File: src/rtl/voq_bank_if.sv
// Request/response bundle between the pointer allocator, the egress
// scheduler and voq_bank. The master side issues push/pop requests; the
// slave side (voq_bank) returns popped pointers and per-queue status.
interface voq_bank_if #(
   parameter int ADDR_W   = 12,
   parameter int N_QUEUES = 4,
   parameter int DEPTH    = 16
);
   localparam int QID_W = $clog2(N_QUEUES);
   localparam int CNT_W = $clog2(DEPTH + 1);

   logic                      write_req_i;
   logic [QID_W-1:0]          write_qid_i;
   logic [ADDR_W-1:0]         ptr_i;
   logic                      read_req_i;
   logic [QID_W-1:0]          read_qid_i;
   logic [ADDR_W-1:0]         ptr_o;
   logic [QID_W-1:0]          ptr_qid_o;
   logic                      ptr_valid_o;
   logic [N_QUEUES-1:0]       empty_o;
   logic [N_QUEUES-1:0]       full_o;
   logic [N_QUEUES*CNT_W-1:0] count_o;
   logic [15:0]               drop_cnt_o;
   logic [CNT_W-1:0]          hwm_o;

   modport master (
      output write_req_i, write_qid_i, ptr_i, read_req_i, read_qid_i,
      input  ptr_o, ptr_qid_o, ptr_valid_o, empty_o, full_o, count_o,
             drop_cnt_o, hwm_o
   );

   modport slave (
      input  write_req_i, write_qid_i, ptr_i, read_req_i, read_qid_i,
      output ptr_o, ptr_qid_o, ptr_valid_o, empty_o, full_o, count_o,
             drop_cnt_o, hwm_o
   );
endinterface

File: src/rtl/voq_bank.sv
// voq_bank: N_QUEUES independent circular pointer FIFOs, one per egress port.
// One push and one pop per cycle, each addressed by queue id. A push and pop
// to the same empty queue bypass storage straight to the registered output.
// Optional statistics (drop counter, occupancy high-water mark) are built
// only when VOQ_BANK_STATS_EN is defined; otherwise those outputs are 0.
module voq_bank #(
   parameter  int ADDR_W   = 12,
   parameter  int N_QUEUES = 4,
   parameter  int DEPTH    = 16,
   localparam int QID_W    = $clog2(N_QUEUES),
   localparam int CNT_W    = $clog2(DEPTH + 1),
   localparam int IDX_W    = $clog2(DEPTH),
   localparam int QSEL_N   = 1 << QID_W
) (
   input  logic       clk,
   input  logic       rst,
   voq_bank_if.slave  bus
);

   logic [ADDR_W-1:0] mem_q    [N_QUEUES][DEPTH];
   logic [IDX_W-1:0]  rd_idx_q [N_QUEUES];
   logic [IDX_W-1:0]  rd_idx_d [N_QUEUES];
   logic [IDX_W-1:0]  wr_idx_q [N_QUEUES];
   logic [IDX_W-1:0]  wr_idx_d [N_QUEUES];
   logic [CNT_W-1:0]  cnt_q    [N_QUEUES];
   logic [CNT_W-1:0]  cnt_d    [N_QUEUES];

   logic [ADDR_W-1:0] ptr_q, ptr_d;
   logic [QID_W-1:0]  qid_q, qid_d;
   logic              valid_q, valid_d;

   logic [QSEL_N-1:0]   qid_legal;
   logic                wr_ok, rd_ok;
   logic [N_QUEUES-1:0] push_sel, pop_sel, store_en;
   logic                drop_ev;

   // Index wrap is explicit so DEPTH need not be a power of two.
   function automatic logic [IDX_W-1:0] idx_inc(input logic [IDX_W-1:0] idx);
      return (idx == IDX_W'(DEPTH - 1)) ? '0 : idx + 1'b1;
   endfunction

   // Queue ids beyond N_QUEUES-1 are treated as no request.
   always_comb begin
      for (int i = 0; i < QSEL_N; i++) begin
         qid_legal[i] = (i < N_QUEUES);
      end
   end

   assign wr_ok = bus.write_req_i & qid_legal[bus.write_qid_i];
   assign rd_ok = bus.read_req_i  & qid_legal[bus.read_qid_i];

   // One-hot decode of the push and pop targets.
   always_comb begin
      for (int q = 0; q < N_QUEUES; q++) begin
         push_sel[q] = wr_ok && (bus.write_qid_i == QID_W'(q));
         pop_sel[q]  = rd_ok && (bus.read_qid_i  == QID_W'(q));
      end
   end

   // Per-queue outcome: pop/bypass output selection, store, index and count updates.
   always_comb begin
      valid_d  = 1'b0;
      ptr_d    = ptr_q;
      qid_d    = qid_q;
      store_en = '0;
      drop_ev  = bus.write_req_i & ~wr_ok;
      for (int q = 0; q < N_QUEUES; q++) begin
         rd_idx_d[q] = rd_idx_q[q];
         wr_idx_d[q] = wr_idx_q[q];
         cnt_d[q]    = cnt_q[q];

         if (pop_sel[q] && (cnt_q[q] != '0)) begin
            valid_d     = 1'b1;
            ptr_d       = mem_q[q][rd_idx_q[q]];
            qid_d       = QID_W'(q);
            rd_idx_d[q] = idx_inc(rd_idx_q[q]);
         end else if (pop_sel[q] && push_sel[q]) begin
            valid_d = 1'b1;
            ptr_d   = bus.ptr_i;
            qid_d   = QID_W'(q);
         end

         // With a same-queue pop, a non-empty queue always has room (even when
         // full); an empty one was served by the bypass above.
         if (push_sel[q] && (pop_sel[q] ? (cnt_q[q] != '0)
                                         : (cnt_q[q] != CNT_W'(DEPTH)))) begin
            store_en[q] = 1'b1;
            wr_idx_d[q] = idx_inc(wr_idx_q[q]);
         end

         if (push_sel[q] && !pop_sel[q] && (cnt_q[q] == CNT_W'(DEPTH))) begin
            drop_ev = 1'b1;
         end

         if (store_en[q] && !(pop_sel[q] && (cnt_q[q] != '0))) begin
            cnt_d[q] = cnt_q[q] + 1'b1;
         end else if (!store_en[q] && pop_sel[q] && (cnt_q[q] != '0)) begin
            cnt_d[q] = cnt_q[q] - 1'b1;
         end
      end
   end

   // Control state and registered pop output; reset discards all contents.
   always_ff @(posedge clk or posedge rst) begin
      if (rst) begin
         for (int q = 0; q < N_QUEUES; q++) begin
            rd_idx_q[q] <= '0;
            wr_idx_q[q] <= '0;
            cnt_q[q]    <= '0;
         end
         ptr_q   <= '0;
         qid_q   <= '0;
         valid_q <= 1'b0;
      end else begin
         for (int q = 0; q < N_QUEUES; q++) begin
            rd_idx_q[q] <= rd_idx_d[q];
            wr_idx_q[q] <= wr_idx_d[q];
            cnt_q[q]    <= cnt_d[q];
         end
         ptr_q   <= ptr_d;
         qid_q   <= qid_d;
         valid_q <= valid_d;
      end
   end

   // Pointer storage; contents are meaningless until written, so no reset.
   always_ff @(posedge clk) begin
      for (int q = 0; q < N_QUEUES; q++) begin
         if (store_en[q]) begin
            mem_q[q][wr_idx_q[q]] <= bus.ptr_i;
         end
      end
   end

   // Status flags and packed occupancy, all from registered counts.
   always_comb begin
      bus.count_o = '0;
      for (int q = 0; q < N_QUEUES; q++) begin
         bus.empty_o[q]                   = (cnt_q[q] == '0);
         bus.full_o[q]                    = (cnt_q[q] == CNT_W'(DEPTH));
         bus.count_o[q*CNT_W +: CNT_W]    = cnt_q[q];
      end
   end

   assign bus.ptr_o       = ptr_q;
   assign bus.ptr_qid_o   = qid_q;
   assign bus.ptr_valid_o = valid_q;

`ifdef VOQ_BANK_STATS_EN
   logic [15:0]      drop_cnt_q;
   logic [CNT_W-1:0] hwm_q, hwm_d;

   // High-water mark follows the counts that become visible at the same edge.
   always_comb begin
      hwm_d = hwm_q;
      for (int q = 0; q < N_QUEUES; q++) begin
         if (cnt_d[q] > hwm_d) hwm_d = cnt_d[q];
      end
   end

   // Saturating drop counter and high-water mark registers.
   always_ff @(posedge clk or posedge rst) begin
      if (rst) begin
         drop_cnt_q <= '0;
         hwm_q      <= '0;
      end else begin
         if (drop_ev && (drop_cnt_q != 16'hFFFF)) drop_cnt_q <= drop_cnt_q + 16'd1;
         hwm_q <= hwm_d;
      end
   end

   assign bus.drop_cnt_o = drop_cnt_q;
   assign bus.hwm_o      = hwm_q;
`else
   logic unused_drop_ev;
   assign unused_drop_ev = drop_ev;
   assign bus.drop_cnt_o = '0;
   assign bus.hwm_o      = '0;
`endif

endmodule

File: src/flat_wrapper.sv
// flat-port wrapper written by rule: the top's interface ports become plain ports
module voq_bank_flat 
#(
   parameter  int ADDR_W   = 12,
   parameter  int N_QUEUES = 4,
   parameter  int DEPTH    = 16,
   localparam int QID_W    = $clog2(N_QUEUES),
   localparam int CNT_W    = $clog2(DEPTH + 1),
   localparam int IDX_W    = $clog2(DEPTH),
   localparam int QSEL_N   = 1 << QID_W
)
  (clk, rst, bus_write_req_i, bus_write_qid_i, bus_ptr_i, bus_read_req_i, bus_read_qid_i, bus_ptr_o, bus_ptr_qid_o, bus_ptr_valid_o, bus_empty_o, bus_full_o, bus_count_o, bus_drop_cnt_o, bus_hwm_o);
  voq_bank_if #(.ADDR_W(ADDR_W), .N_QUEUES(N_QUEUES), .DEPTH(DEPTH)) bus_i ();
  input  logic clk;
  input  logic rst;
  input wire logic [$bits(bus_i.write_req_i)-1:0] bus_write_req_i;
  input wire logic [$bits(bus_i.write_qid_i)-1:0] bus_write_qid_i;
  input wire logic [$bits(bus_i.ptr_i)-1:0] bus_ptr_i;
  input wire logic [$bits(bus_i.read_req_i)-1:0] bus_read_req_i;
  input wire logic [$bits(bus_i.read_qid_i)-1:0] bus_read_qid_i;
  output wire logic [$bits(bus_i.ptr_o)-1:0] bus_ptr_o;
  output wire logic [$bits(bus_i.ptr_qid_o)-1:0] bus_ptr_qid_o;
  output wire logic [$bits(bus_i.ptr_valid_o)-1:0] bus_ptr_valid_o;
  output wire logic [$bits(bus_i.empty_o)-1:0] bus_empty_o;
  output wire logic [$bits(bus_i.full_o)-1:0] bus_full_o;
  output wire logic [$bits(bus_i.count_o)-1:0] bus_count_o;
  output wire logic [$bits(bus_i.drop_cnt_o)-1:0] bus_drop_cnt_o;
  output wire logic [$bits(bus_i.hwm_o)-1:0] bus_hwm_o;
  assign bus_i.write_req_i = bus_write_req_i;
  assign bus_i.write_qid_i = bus_write_qid_i;
  assign bus_i.ptr_i = bus_ptr_i;
  assign bus_i.read_req_i = bus_read_req_i;
  assign bus_i.read_qid_i = bus_read_qid_i;
  assign bus_ptr_o = bus_i.ptr_o;
  assign bus_ptr_qid_o = bus_i.ptr_qid_o;
  assign bus_ptr_valid_o = bus_i.ptr_valid_o;
  assign bus_empty_o = bus_i.empty_o;
  assign bus_full_o = bus_i.full_o;
  assign bus_count_o = bus_i.count_o;
  assign bus_drop_cnt_o = bus_i.drop_cnt_o;
  assign bus_hwm_o = bus_i.hwm_o;
  voq_bank #(.ADDR_W(ADDR_W), .N_QUEUES(N_QUEUES), .DEPTH(DEPTH)) u_core (.clk(clk), .rst(rst), .bus(bus_i));
endmodule
File: config.mk
export PLATFORM = sky130hd
export DESIGN_NAME = voq_bank_flat
export DESIGN_NICKNAME = d
export VERILOG_FILES = /design/src/rtl/voq_bank_if.sv /design/src/rtl/voq_bank.sv /design/src/flat_wrapper.sv
export SDC_FILE = /design/constraint.sdc
export NUM_CORES = 1
export LEC_CHECK = 0
export CAP_MARGIN = 25
export CORE_MARGIN = 1
export CORE_UTILIZATION = 30
export DETAILED_ROUTE_END_ITERATION = 10
export PLACE_DENSITY = 0.52
export SYNTH_ARGS = -nofsm -noshare
export SYNTH_HDL_FRONTEND = slang
export SYNTH_SLANG_ARGS = --single-unit
File: constraint.sdc
create_clock -name clk -period 4.5 [get_ports clk]
set_input_delay 1.35 -clock clk [delete_from_list [all_inputs] [get_ports clk]]
set_output_delay 1.35 -clock clk [all_outputs]
set_load 0.05 [all_outputs]
# After elaboration in Yosys (flattened, before gate mapping)
# Memory sizes are Yosys's and may differ from the RTL's.
# Cells that the tools add are included.
# W data, S select, Z words.
# classes
eq_ne,22
n_addsub,16
n_lt_le_gt_ge,14
bitwise_logic,10
n_reduce_logical,62
mux,89
# ops
op,n
$mux W192,10
$reduce_or A192 Y1,3
$mux W12,20
$bmux W12 S4,4
$demux W12 S4,4
$ge A5 B5 Y1 const B,8
$mux W5,8
$not A4 Y5,8
$logic_and A1 B1 Y1,36
$add A4 B1 Y4 const B,8
$eq A4 B4 Y1 const B,8
$mux W4,8
$mux W1,22
$mux W2,11
$add A5 B1 Y5 const B,4
$eq A5 B5 Y1 const B,4
$logic_not A5 Y1,4
$lt A5 B1 Y1 const B,4
$ne A5 B5 Y1 const B,4
$reduce_bool A5 Y1,4
$sub A5 B1 Y5 const B,4
$eq A2 B2 Y1 const B,4
$logic_not A1 Y1,8
$reduce_bool A2 Y1,4
6 further kinds,11
# word_totals
input_bits,20
out_inout_bits,64
memories,1
elab_cells,229
mem_bits_rw,768
ff_bits,67
# memory_table
name,depth,width,rd,rd_clocked_by_memory_dff,write_ports,line_no,text
u_core.mem_q,4,192,4,0,1,voq_bank.sv:20,logic [ADDR_W-1:0] mem_q [N_QUEUES][DEPTH];

# Longest topological paths before layout
# Gate-level depths: netlist (run 1).
# depth
ltp_word,13
depth_mapped,14
depth_no_buf,12

# Worst setup path after synthesis (run 1)
# No wires, ideal clock.
# synth_path
path_kind,input -> register
from,in bus_read_qid_i[0]
to,"mem u_core.mem_q[2][144] in the netlist's numbering, enable pin"
cell_stages,7
arrival_time_ns,3.537
path_buffers,2
path_slack_ns,0.567
cell_sequence,buf_2 and3b_1 clkbuf_1 xor2_1 a21oi_1 nand2_1 nor3_1
# synth_between
elab_chain_cells,13
# synth_lines
element,line_no,text
from (decl),flat_wrapper.sv:20,input wire logic [$bits(bus_i.read_qid_i)-1:0] bus_read_qid_i;
$bmux W1 S2,voq_bank.sv:50,assign rd_ok = bus.read_req_i & qid_legal[bus.read_qid_i];
$mux W1 (not written as such),voq_bank.sv:50,
$and A1 B1 Y1,voq_bank.sv:50,
$logic_and A1 B1 Y1,voq_bank.sv:56,pop_sel[q] = rd_ok && (bus.read_qid_i == QID_W'(q));
$mux W1,voq_bank.sv:85,if (push_sel[q] && (pop_sel[q] ? (cnt_q[q] != '0)
$logic_and A1 B1 Y1,voq_bank.sv:85,
$mux W1,voq_bank.sv:85,
$mux W1,voq_bank.sv:129,if (store_en[q]) begin
$mux W192 (not written as such),voq_bank.sv:130,mem_q[q][wr_idx_q[q]] <= bus.ptr_i;
$reduce_or A192 Y1 (no line),-,
$mux W2 (no line) / $mux W192 (equally long branches) (3 in series),-,
to (decl),voq_bank.sv:20,
# Parallel ways exist; a longest one is shown, timed or not. The select of a mux whose other input is x is not followed.

# Worst setup path in the final report (run 1)
# layout_path
from,"reg u_core.cnt_q, in the netlist u_core.bus.count_o[11]"
to,out bus_empty_o[2]
# layout_between
elab_chain_cells,1
# layout_lines
element,line_no,text
from (decl),voq_bank.sv:25,logic [CNT_W-1:0] cnt_q [N_QUEUES];
"from (signal, indexed assignment)",voq_bank.sv:118,cnt_q[q] <= cnt_d[q];
$logic_not A5 Y1,voq_bank.sv:139,bus.empty_o[q] = (cnt_q[q] == '0);
to (decl),flat_wrapper.sv:24,output wire logic [$bits(bus_i.empty_o)-1:0] bus_empty_o;
# No other way between the ends.

==> results of run 1 <==
## flip-flops by register name (all words and copies together), names as in the netlist
name and count:
u_core.bus.count_o 20, u_core.bus.ptr_o 12, u_core.bus.ptr_qid_o 2, u_core.bus.ptr_valid_o 1, u_core.mem_q 768, u_core.rd_idx_q 16, u_core.wr_idx_q 16
## kinds of logic after synthesis
logic type                 after synthesis  share of synthesized area
AOI/OAI and AO/OA                      247                     0.0473
xor gates and xnor gates                24                    0.00619
adders and majority gates               39                     0.0153
buffers and inverters                  147                     0.0198
DFF                                    835                      0.729
muxes                                  313                      0.137
other                                    1                   0.000110
and+or+nand+nor                        313                     0.0455
## final cells by class
type                    count  area, sq um
clock buffers             112         2410
clock inverters            49          581
fillers                 10500        72400
inverters                  23         87.6
multi-input cells         957         8670
flip-flops and latches    835        24800
well taps                1500         1880
repair buffers            185         1590
## layout by cell type, fill, tap and decap left out, types with 8 or more instances in the layout
cell type / n
a211o_1: 11
a211oi_1: 23
a21o_1: 12
a21oi_1: 58
a221oi_1: 11
a22oi_1: 10
buf_12: 9
buf_2: 12
buf_4: 115
bufinv_16: 13
clkbuf_1: 17
clkbuf_16: 92
clkdlybuf4s50_1: 49
clkinv_1: 12
clkinv_2: 19
conb_1: 21
dfrtp_1: 59
edfxtp_1: 768
ha_1: 35
inv_1: 21
mux2i_1: 180
mux4_2: 121
nand2_1: 66
nand2b_1: 10
nand3_1: 25
nand3b_1: 11
nand4_1: 13
nor2_1: 98
nor2b_1: 18
nor3_1: 20
nor3_2: 8
nor4_1: 16
o21ai_0: 19
o22ai_1: 71
xnor2_1: 18
## power by group through the flow
stage               clock, uW  sequential [uW]  combinational, uW
finish                   7520             9960               5720
global route             7960            10100               6090
CTS                      7680             9950               5770
detailed placement          0            10100               5760
global placement            0            10100               5690
floorplan                   0             9770               3810
## worst max-delay path, delay by kind of cell (launching register included)
| kind | cells | cell delay [ps] |
|---|---|---|
| and+or+nand+nor | 2 | 1010 |
| buffers and inverters | 1 | 910 |
| DFF | 1 | 440 |
## worst min path at each step
stage,from,endpoint,slack [ps]
after floorplan,u_core.rd_idx_q[1]$_DFFE_PP0N_,u_core.rd_idx_q[1]$_DFFE_PP0N_,550
after global placement,u_core.bus.ptr_qid_o[1]$_DFFE_PP0P_,u_core.bus.ptr_qid_o[1]$_DFFE_PP0P_,530
after detailed placement,u_core.bus.ptr_qid_o[1]$_DFFE_PP0P_,u_core.bus.ptr_qid_o[1]$_DFFE_PP0P_,550
after CTS,u_core.bus.ptr_qid_o[1]$_DFFE_PP0P_,u_core.bus.ptr_qid_o[1]$_DFFE_PP0P_,570
after global routing,u_core.bus.ptr_qid_o[1]$_DFFE_PP0P_,u_core.bus.ptr_qid_o[1]$_DFFE_PP0P_,600
final,u_core.bus.count_o[8]$_DFFE_PP0P_,u_core.bus.count_o[8]$_DFFE_PP0P_,590
## metrics by stage
step           instance area [sq um]  cells
2_1_floorplan                  34000   1939
3_3_place_gp                   36900   3497
3_5_place_dp                   37000   3499
4_1_cts                        39900   3660
5_1_grt                        40000   3661
6_report                       40000   3661
## routing by layer
metal  wire (um)  part of all wire  GRT usage
met5           0                 0          0
met2       41700              0.46      0.243
met4        1610             0.018     0.0412
met1       39100              0.43      0.215
met3        7650             0.085     0.0414
==> impl_metrics.env, run 1 <==
export IMPL_worst_slack_ps=127
export IMPL_synth_area_sq_um=34000
export IMPL_rows=123
export IMPL_die_h_um=338
export IMPL_comb_power_share=0.247
export IMPL_clk_pin_slew_ps=60
export IMPL_final_util=0.356
export IMPL_grt_max_degree=47
export IMPL_dp_slack_ps=374
export IMPL_grt_pass1_wl_um=131000
export IMPL_syn_inst=1919
export IMPL_hold_class="flip-flop to flip-flop"
export IMPL_power_switching_uw=7400
export IMPL_cts_tree="yes"
export IMPL_reg2regPathDepth=7
export IMPL_grt_pass1_vias=18400
export IMPL_seq_area_frac_synth=0.729
export IMPL_skew_ps=35.0
export IMPL_cts_inserted_buffers=88
export IMPL_cts_buffer_depth=3
export IMPL_cts_max_level=3
export IMPL_area_growth_pct=17.7
export IMPL_antenna_found_initial=5
export IMPL_max_freq_ghz=0.229
export IMPL_synth_top_cell_area_share=0.679
export IMPL_cp_required_ps=3150
export IMPL_power_density_nw_per_um2=580
export IMPL_cts_sinks=835
export IMPL_reg2reg_setup_slack_ps=1370
export IMPL_max_stage_delay_ps=910
export IMPL_drc=0
export IMPL_holdWs_ps=588
export IMPL_async_reset_ff_frac=0.0802
export IMPL_end_kind="output pin"
export IMPL_arrival_ps=3020
export IMPL_rr_startpoint="u_core.rd_idx_q[13]$_DFFE_PP0N_"
export IMPL_irDropWorstVdd_v=0.000310
export IMPL_finalCritPeriodShare=0.972
export IMPL_clk_latency_ps=650
export IMPL_cp_cell_sequence="or4_4 -> nor2_1 -> clkdlybuf4s50_1"
export IMPL_fin_crit_ps=4370
export IMPL_cts_root_buf="clkbuf_16"
export IMPL_avgSynthCellArea_sq_um=17.7
export IMPL_drtPass1Iterations=6
export IMPL_die_w_um=338
export IMPL_grt_usage=0.156
export IMPL_pin_count=84
export IMPL_max_slew_margin=0.323
export IMPL_post_cts_resized=0
export IMPL_cp_endpoint="bus_empty_o[2]"
export IMPL_crit_fanout=6
export IMPL_design_power_total_uw=23200
export IMPL_r2r_end="u_core.bus.ptr_o[7]$_DFFE_PP0P_"
export IMPL_clockPowerShare=0.324
export IMPL_drive_above_1_share=0.194
export IMPL_overflow=0
export IMPL_p_int_uw=15800
export IMPL_critPathLaunch="u_core.bus.count_o[11]$_DFFE_PP0P_"
export IMPL_routedWlPerCell_um=24.6
export IMPL_finalSetupViolCount=0
export IMPL_n_antenna_cell=0
export IMPL_rsz0062_at_grt="false"
export IMPL_synth_top_cell_by_area="edfxtp_1"
export IMPL_vias_per_cell=4.98
export IMPL_cpMaxStageDelayCell="clkdlybuf4s50_1"
export IMPL_leakage_uw=0.0132
export IMPL_finalNetCount=2149
export IMPL_synth_common_cells="768 x edfxtp_1, 180 x mux2i_1, 121 x mux4_2"
export IMPL_synth_area_leaders="edfxtp_1 68%, mux4_2 8.0%, mux2i_1 5.3%"
export IMPL_die_area_sq_um=115000
export IMPL_antenna_left=0
export IMPL_dpl_hpwl_um=58800
export IMPL_finalWeightedCongestion=0.834
export IMPL_ys_seq_elements=835
export IMPL_synth_warnings=0
export IMPL_initial_core_util=0.302
export IMPL_wl_um=90100
export IMPL_finalHoldViolations=0
export IMPL_status="completed"
export IMPL_maxSlewViolCount=0
export IMPL_hold_path_depth=1
export IMPL_tightest_slew_ps=1010
export IMPL_p_seq_frac=0.429
export IMPL_postCtsSetupRepairBufs=0
export IMPL_drtIter0Drc=1616
export IMPL_portBuffers=62
export IMPL_cts_hold_buf=0
export IMPL_synth_top_flop_cell="edfxtp_1"
export IMPL_tns_ps=0
export IMPL_start_kind="flip-flop"
export IMPL_crit_type="flip-flop to output pin"
export IMPL_drv_cap=0
export IMPL_netlist_cell_type_count=61
export IMPL_core_sq_um=112000
export IMPL_vias=18200
export IMPL_sw_frac_of_total=0.319
export IMPL_yosysMostFrequentCell="edfxtp_1"
export IMPL_synth_edf_count=768
Power figures use the tool's default switching activity.
==> run 2: changes to the inputs <==
- clock period: 4.5 -> 5.55 ns (I/O delays scaled with it)
==> impl_metrics.env, run 2 (synthesis results as in run 1) <==
export IMPL_status="completed"
export IMPL_overflow=0
export IMPL_pin_count=84
export IMPL_cts_buffer_depth=3
export IMPL_vias_per_cell=4.97
export IMPL_hold_class="flip-flop to flip-flop"
export IMPL_r2r_end="u_core.bus.count_o[9]$_DFFE_PP0P_"
export IMPL_postPlaceCellArea_sq_um=36700
export IMPL_finalWeightedCongestion=0.826
export IMPL_crit_fanout=5
export IMPL_tns_ps=0
export IMPL_n_antenna_cell=0
export IMPL_vias=18200
export IMPL_cts_inserted_buffers=87
export IMPL_cts_tree="yes"
export IMPL_clk_pin_slew_ps=60
export IMPL_hp_start="u_core.bus.ptr_qid_o[1]$_DFFE_PP0P_"
export IMPL_holdPathEnd="u_core.bus.ptr_qid_o[1]$_DFFE_PP0P_"
export IMPL_max_stage_delay_ps=920
export IMPL_drv_cap=0
export IMPL_finalHoldViolations=0
export IMPL_reg2regPathDepth=9
export IMPL_antenna_found_initial=0
export IMPL_path_buf_inv=1
export IMPL_finalSetupViolCount=0
export IMPL_antenna_left=0
export IMPL_cp_cell_sequence="or4_4 -> nor2_1 -> clkdlybuf4s50_1"
export IMPL_hold_path_depth=2
export IMPL_drive_above_1_share=0.191
export IMPL_critPathLaunch="u_core.bus.count_o[10]$_DFFE_PP0P_"
export IMPL_tightest_slew_ps=1080
export IMPL_routedWlPerCell_um=24.0
export IMPL_grt_pass1_vias=18300
export IMPL_die_area_sq_um=115000
export IMPL_fin_crit_ps=4900
export IMPL_clk_latency_ps=660
export IMPL_cts_max_level=3
export IMPL_largest_register_ffs=768
export IMPL_drtIter0Drc=1563
export IMPL_final_common_cell="edfxtp_1"
export IMPL_cpMaxStageDelayCell="clkdlybuf4s50_1"
export IMPL_num_fill_cells=10500
export IMPL_cp_required_ps=3880
export IMPL_cts_sinks=835
export IMPL_rows=123
export IMPL_start_kind="flip-flop"
export IMPL_portBuffers=62
export IMPL_leakage_uw=0.0131
export IMPL_skew_ps=29.3
export IMPL_initial_core_util=0.302
export IMPL_maxSlewViolCount=0
export IMPL_cts_root_buf="clkbuf_16"
export IMPL_grt_usage=0.152
export IMPL_die_w_um=338
export IMPL_post_cts_resized=0
export IMPL_power_density_nw_per_um2=469
export IMPL_finalCritPeriodShare=0.882
export IMPL_dpl_hpwl_um=55900
export IMPL_max_slew_margin=0.275
export IMPL_finalNetCount=2140
export IMPL_grt_max_degree=65
export IMPL_postCtsSetupRepairBufs=0
export IMPL_drc=0
export IMPL_wl_um=87700
export IMPL_rsz0062_at_grt="false"
export IMPL_core_sq_um=112000
export IMPL_grt_pass1_wl_um=128000
export IMPL_holdWs_ps=559
export IMPL_rr_startpoint="u_core.bus.count_o[5]$_DFFE_PP0P_"
export IMPL_reg2reg_setup_slack_ps=1930
export IMPL_area_growth_pct=17.3
export IMPL_final_cell_mix="768 x edfxtp_1, 180 x mux2i_1, 121 x mux4_2, 111 x buf_4, 98 x nor2_1"
export IMPL_irDropWorstVdd_v=0.000257
export IMPL_end_kind="output pin"
export IMPL_design_area_sq_um=39800
export IMPL_die_h_um=338
export IMPL_final_util=0.354
export IMPL_crit_type="flip-flop to output pin"
export IMPL_cts_hold_buf=0
export IMPL_arrival_ps=3230
export IMPL_max_freq_ghz=0.204
export IMPL_critical_path_top_delay_family="simple AND/OR/NAND/NOR gates"
export IMPL_drtPass1Iterations=5
run 2: cell count changes in the layout (fill, tap and decap cells not counted), moves of 2 or more:
| cell | delta |
|---|---|
| buf_12 | -5 |
| clkbuf_16 | -4 |
| buf_4 | -4 |
| clkbuf_1 | -7 |
| clkinv_1 | +3 |
| clkinv_4 | +2 |
| clkinv_2 | -3 |
| clkinv_8 | +2 |
| clkinvlp_4 | +3 |
run 2: area by class of cell:
class                   instances  area (sq um)  share of cell area
multi-input cells             957          8660               0.218
clock inverters                58           678              0.0170
clock buffers                 102          2290              0.0576
repair buffers                177          1470              0.0370
inverters                      23          87.6             0.00220
flip-flops and latches        835         24800               0.622
well taps                    1500          1880              0.0471
run 2: layer usage:
layer | share of wire | wire length, um | vias to the layer above | GRT usage
met5 | 0 | 0 | - | 0
met4 | 0.020 | 1740 | 0 | 0.0435
met3 | 0.084 | 7330 | 93 | 0.0440
met2 | 0.46 | 40000 | 590 | 0.230
met1 | 0.44 | 38700 | 9508 | 0.210
li1 | - | - | 7970 | -
run 2: report_power, final:
part	internal (uW)	switching, uW
logic	1900	2760
registers	7210	776
clock network	3580	2450
total	12700	5980
run 2: metrics by stage:
step	setup WS (ps)	instances	total power (uW)
after floorplan	1300	1939	11000
after global placement	683	3485	12700
after detailed placement	624	3485	12800
after CTS	682	3645	18800
after global routing	534	3652	19400
final	653	3652	18700
run 2: worst reg2reg max path: cells and delay by family, from the launching register on:
| kind | cells | cell delay, ps |
|---|---|---|
| DFF | 1 | 430 |
| and+or+nand+nor | 4 | 1170 |
| adders and majority gates | 1 | 410 |
| AOI/OAI and AO/OA | 4 | 1550 |
run 2: how the worst max path moves through the flow:
stage | endpoint | slack, ps | depth (start not counted)
after floorplan | u_core.mem_q[2][144]$_DFFE_PP_ | 1300 | 7
after global placement | u_core.bus.count_o[4]$_DFFE_PP0P_ | 680 | 11
after detailed placement | u_core.bus.count_o[4]$_DFFE_PP0P_ | 620 | 11
after CTS | bus_empty_o[2] | 680 | 3
after global routing | bus_empty_o[2] | 530 | 3
final | bus_empty_o[2] | 650 | 3
